[src/rtl/bcd_serial_subtractor.sv]
// bcd_serial_subtractor: digit-serial packed-BCD x - y, LSD first, registered borrow, start/busy/done handshake.
// Define BCD_SUB_SIGN_MAG_EN to return |x-y| with bout as the sign instead of the ten's complement.
module bcd_serial_subtractor #(
    parameter int DIGITS = 4
) (
    input  logic                clk,
    input  logic                rst_n,
    input  logic                start,
    input  logic [4*DIGITS-1:0] x,
    input  logic [4*DIGITS-1:0] y,
    output logic [4*DIGITS-1:0] out,
    output logic                bout,
    output logic                err,
    output logic                busy,
    output logic                done
);
    localparam int IW = DIGITS > 1 ? $clog2(DIGITS) : 1;
    localparam logic [IW-1:0] LAST = IW'(DIGITS - 1);

`ifdef BCD_SUB_SIGN_MAG_EN
    typedef enum logic [1:0] {IDLE, RUN, DONE, COMP} state_t;
`else
    typedef enum logic [1:0] {IDLE, RUN, DONE} state_t;
`endif

    state_t state, state_nx;
    logic [4*DIGITS-1:0] xr, yr;
    logic [IW-1:0] idx;
    logic borrow, accept, last, in_err;
    logic [3:0] a, b, d;
    logic [4:0] t;

`ifdef BCD_SUB_SIGN_MAG_EN
    // COMP negates the stored result in place: 0 - out_i with a fresh borrow chain
    assign a = state == COMP ? 4'd0 : xr[4*idx +: 4];
    assign b = state == COMP ? out[4*idx +: 4] : yr[4*idx +: 4];
    assign busy = state == RUN || state == COMP;
`else
    assign a = xr[4*idx +: 4];
    assign b = yr[4*idx +: 4];
    assign busy = state == RUN;
`endif

    assign done = state == DONE;
    assign accept = start && !busy;
    assign last = idx == LAST;
    assign t = {1'b0, a} - {1'b0, b} - {4'd0, borrow};
    assign d = t[4] ? t[3:0] + 4'd10 : t[3:0];

    always_comb begin
        in_err = 1'b0;
        for (int i = 0; i < DIGITS; i++)
            in_err = in_err | (x[4*i +: 4] > 4'd9) | (y[4*i +: 4] > 4'd9);
    end

    always_comb begin
        state_nx = state;
        case (state)
            IDLE: state_nx = start ? RUN : IDLE;
`ifdef BCD_SUB_SIGN_MAG_EN
            RUN:  state_nx = last ? (t[4] ? COMP : DONE) : RUN;
            COMP: state_nx = last ? DONE : COMP;
`else
            RUN:  state_nx = last ? DONE : RUN;
`endif
            DONE: state_nx = start ? RUN : IDLE;
            default: state_nx = IDLE;
        endcase
    end

    always_ff @(posedge clk or negedge rst_n) begin
        if (!rst_n)
            state <= IDLE;
        else
            state <= state_nx;
    end

    always_ff @(posedge clk or negedge rst_n) begin
        if (!rst_n) begin
            xr     <= '0;
            yr     <= '0;
            out    <= '0;
            bout   <= 1'b0;
            err    <= 1'b0;
            idx    <= '0;
            borrow <= 1'b0;
        end else if (accept) begin
            xr     <= x;
            yr     <= y;
            out    <= '0;
            bout   <= 1'b0;
            err    <= in_err;
            idx    <= '0;
            borrow <= 1'b0;
        end else if (busy) begin
            out[4*idx +: 4] <= d;
            idx    <= last ? '0 : idx + 1'b1;
            borrow <= last ? 1'b0 : t[4];
            if (state == RUN && last)
                bout <= t[4];
        end
    end
endmodule

[config.mk]
export PLATFORM = sky130hd
export DESIGN_NAME = bcd_serial_subtractor
export DESIGN_NICKNAME = d
export VERILOG_FILES = /design/src/rtl/bcd_serial_subtractor.sv
export SDC_FILE = /design/constraint.sdc
export NUM_CORES = 1
export LEC_CHECK = 0
export CAP_MARGIN = 20
export CELL_PAD_IN_SITES_DETAIL_PLACEMENT = 1
export CELL_PAD_IN_SITES_GLOBAL_PLACEMENT = 2
export CORE_MARGIN = 2
export CORE_UTILIZATION = 28
export DETAILED_ROUTE_END_ITERATION = 8
export MAX_ROUTING_LAYER = met4
export PLACE_DENSITY_LB_ADDON = 0.1
export REMOVE_ABC_BUFFERS = 1
export SLEW_MARGIN = 20
export SYNTH_ARGS = -nofsm -noshare
export SYNTH_HDL_FRONTEND = slang
export SYNTH_SLANG_ARGS = --single-unit
export TNS_END_PERCENT = 30
[constraint.sdc]
create_clock -name clk -period 3.6 [get_ports clk]
set_clock_uncertainty 0.05 [all_clocks]
set_input_delay 0.54 -clock clk [delete_from_list [all_inputs] [get_ports clk]]
set_output_delay 0.54 -clock clk [all_outputs]
set_load 0.1 [all_outputs]
==> results of run 1 <==
## metal layers
metal	GRT usage [%]	up-vias	share of wire, %
met4	3.38	0	0.38
met3	2.31	6	3.4
met5	-	-	0
met2	25.4	49	49
li1	-	1066	-
met1	19.8	1061	47
## repair_timing
| action | CTS | global route |
|---|---|---|
| gates resized for setup | 1 | 2 |
| endpoints found under the setup margin | 4 | 4 |
| pin swaps | 0 | 1 |
## cells in the final DEF (no fill, tap or decap), drive strengths merged
cell,instances
nor3b,1
xnor2,2
nand4,3
o31ai,4
clkbuf,8
nand3b,1
and3b,1
inv,14
nor3,2
nand2b,4
nand4b,1
nor2b,2
o221ai,1
and3,2
o21ai,20
clkdlybuf4s50,52
mux4,7
xor2,3
buf,7
a21oi,5
mux2i,1
nand3,7
nand2,110
nor2,8
mux2,2
ha,9
a211o,1
o22ai,1
dfrtp,55
fa,2
a22o,8
## cell families (layout without fill, tap and decap cells)
kind of cell / after synthesis / after routing / synth area share [%]
xor gates and xnor gates: 5 / 5 / 1.61
and+or+nand+nor: 142 / 142 / 22.0
muxes: 10 / 10 / 7.00
DFF: 55 / 55 / 50.6
buffers and inverters: 25 / 81 / 3.82
AOI/OAI and AO/OA: 40 / 40 / 9.35
adders and majority gates: 11 / 11 / 5.62
## sequential cells by signal, summed over array words and instances (netlist names)
name / count
bout: 1
yr: 16
borrow: 1
out: 16
idx: 2
state: 2
err: 1
xr: 16
## final timing paths
kind                         from     end  slack, ps  cells past startpoint
min reg2reg                 xr[9]   xr[9]        430                      2
min                         rst_n  out[9]        160                      1
max                        idx[0]  out[6]        200                     11
min in group clk            xr[9]   xr[9]        430                      2
max in group asynchronous   rst_n  xr[10]       2520                      2
max reg2reg                idx[0]  out[6]        200                     11
## final cells by class
type                            instances  share of cell area (%)
Timing Repair Buffer                   59                    16.3
Sequential cell                        55                    39.3
Multi-Input combinational cell        208                    35.5
Tap cell                              129                    4.60
Inverter                               14                    1.50
Clock buffer                            8                    2.85
## stage by stage
step / setup slack, ps / hold WS [ps] / utilization, % / cells
2_1_floorplan: -84.8 / 194 / - / 277
3_3_place_gp: 115 / 404 / 36.4 / 465
3_5_place_dp: -13.5 / 409 / 36.5 / 465
4_1_cts: 0.370 / 176 / 37.5 / 473
5_1_grt: 38.1 / 202 / 37.6 / 473
6_report: 198 / 158 / 37.6 / 473
==> impl_results.md, run 1 <==
* Gr ovfl total at 0
* Status: complete, no violations
* Slew HR at 34.2%
* # fillers at 1103
* Row count at 35
* Clk_lat worst skew at 310 ps
* Post-CTS setup buffers at 0
* Post-synth cell types at 32
* Slew Limit Fails at 0
* Synth area leader: dfrtp_1
* Initial antenna violation count at 0
* Core area at 9330 um2
* Chip Height at 103 um
* Top post-synthesis cells by area: dfrtp_1 (51%), nand2_1 (15%), mux4_2 (5.8%)
* Drt pass-1 iters at 4
* CP max-delay cell: mux4_2
* Final Hold Fails at 0
* Antenna-violating nets left at 0
* CP endpoint kind: flop
* CP Max Fanout at 4
* Hpwl dp at 5460 um
* Worst path max stage delay at 520 ps
* Final worst path period share at 94.5%
* PortBufs at 54
* Fin area at 3510 um2
* P&R area growth vs syn at 29.1%
* Via density at 4.61
* Crit path DAT at 3550 ps
* Layout cells sized above 1 at 8.72%
* Initial core utilization at 29.1%
* RSZ-0062 raised after global routing: no
* Register area at 1380 um2
* Worst slew pin tran at 983 ps
* Clock-pin slew of the registers on the worst-case setup and hold paths at 100 ps
* Crit-path leading delay family: adder cells
* Most frequent cells after synthesis: nand2_1 (110), dfrtp_1 (55), o21ai_0 (20)
* TritonCTS clock tree: yes
* CP bufs+invs at 0
* Period minus WS final at 3400 ps
* Seq/Total Area, Yosys at 50.6%
* Synth Warn # at 0
* Wire per inst at 15.0 um
* Multi-input gate area at 1240 um2
* IO Pins at 55
* Post-synth EDFFs at 0
* Final setup viols at 0
* Vias in the first global route at 2248
* Setup_tns at 0 ps
* Most frequent cell after synthesis: nand2_1
* CTS H-tree lvls at 2
* GRT Util Overall at 15.3%
* Crit path launch type: flop
* Crit Path Class: flop to flop
* Min-delay worst type: primary input to async pin
* Clock Path Buffers at 2
* Mapped cell area at 2720 um2
* Post-CTS Hold Buffers at 0
* Ys flop type: dfrtp_1
* DRC viols at 0
* Number of antenna diodes at 0
* Nets at 389
* Die ar. at 10500 um2
* TritonCTS buffer count at 5
* Largest net degree at the start of global routing at 34
* CTS sink count at 55
* FMAX at 294 MHz
* CTS Root Cell: clkbuf_8
* Vias at 2182
* Die width at 103 um
* Gpl congestion at 0.807
* Total of max-cap violations at 0
* Dpl cell area at 3400 um2
* Seq cells post-synth at 55
* First-pass GRT wire length at 11900 um
* Async set or reset register ratio after synthesis at 100%
* Crit path cell chain: mux4_2, fa_2, fa_2, nor2b_1, nand2b_1, ha_1, nand2b_1, o221ai_1, o21ai_0, a211o_1, a22o_1
* Initial drt markers at 38
* Critical path data required time at 3750 ps
* Synth Instances at 288
* Synth Area per Inst at 9.44 um2
* WL final at 7100 um
* Synth top area share at 50.6%
Power of run 1 is not shown: default switching activity piles up to over one toggle a cycle in this logic, so the estimate is an artifact.
==> run 2: changes to the inputs <==
--- a/config.mk
+++ b/config.mk
@@ -10,6 +10,7 @@
 export CELL_PAD_IN_SITES_GLOBAL_PLACEMENT = 2
 export CORE_MARGIN = 2
 export CORE_UTILIZATION = 28
+export CTS_CLUSTER_SIZE = 14
 export DETAILED_ROUTE_END_ITERATION = 8
 export MAX_ROUTING_LAYER = met4
 export PLACE_DENSITY_LB_ADDON = 0.1
==> results of run 2 <==
The final DEF is identical to that of run 1; final timing and power are the same.
Power of run 2 is left out for the same reason.
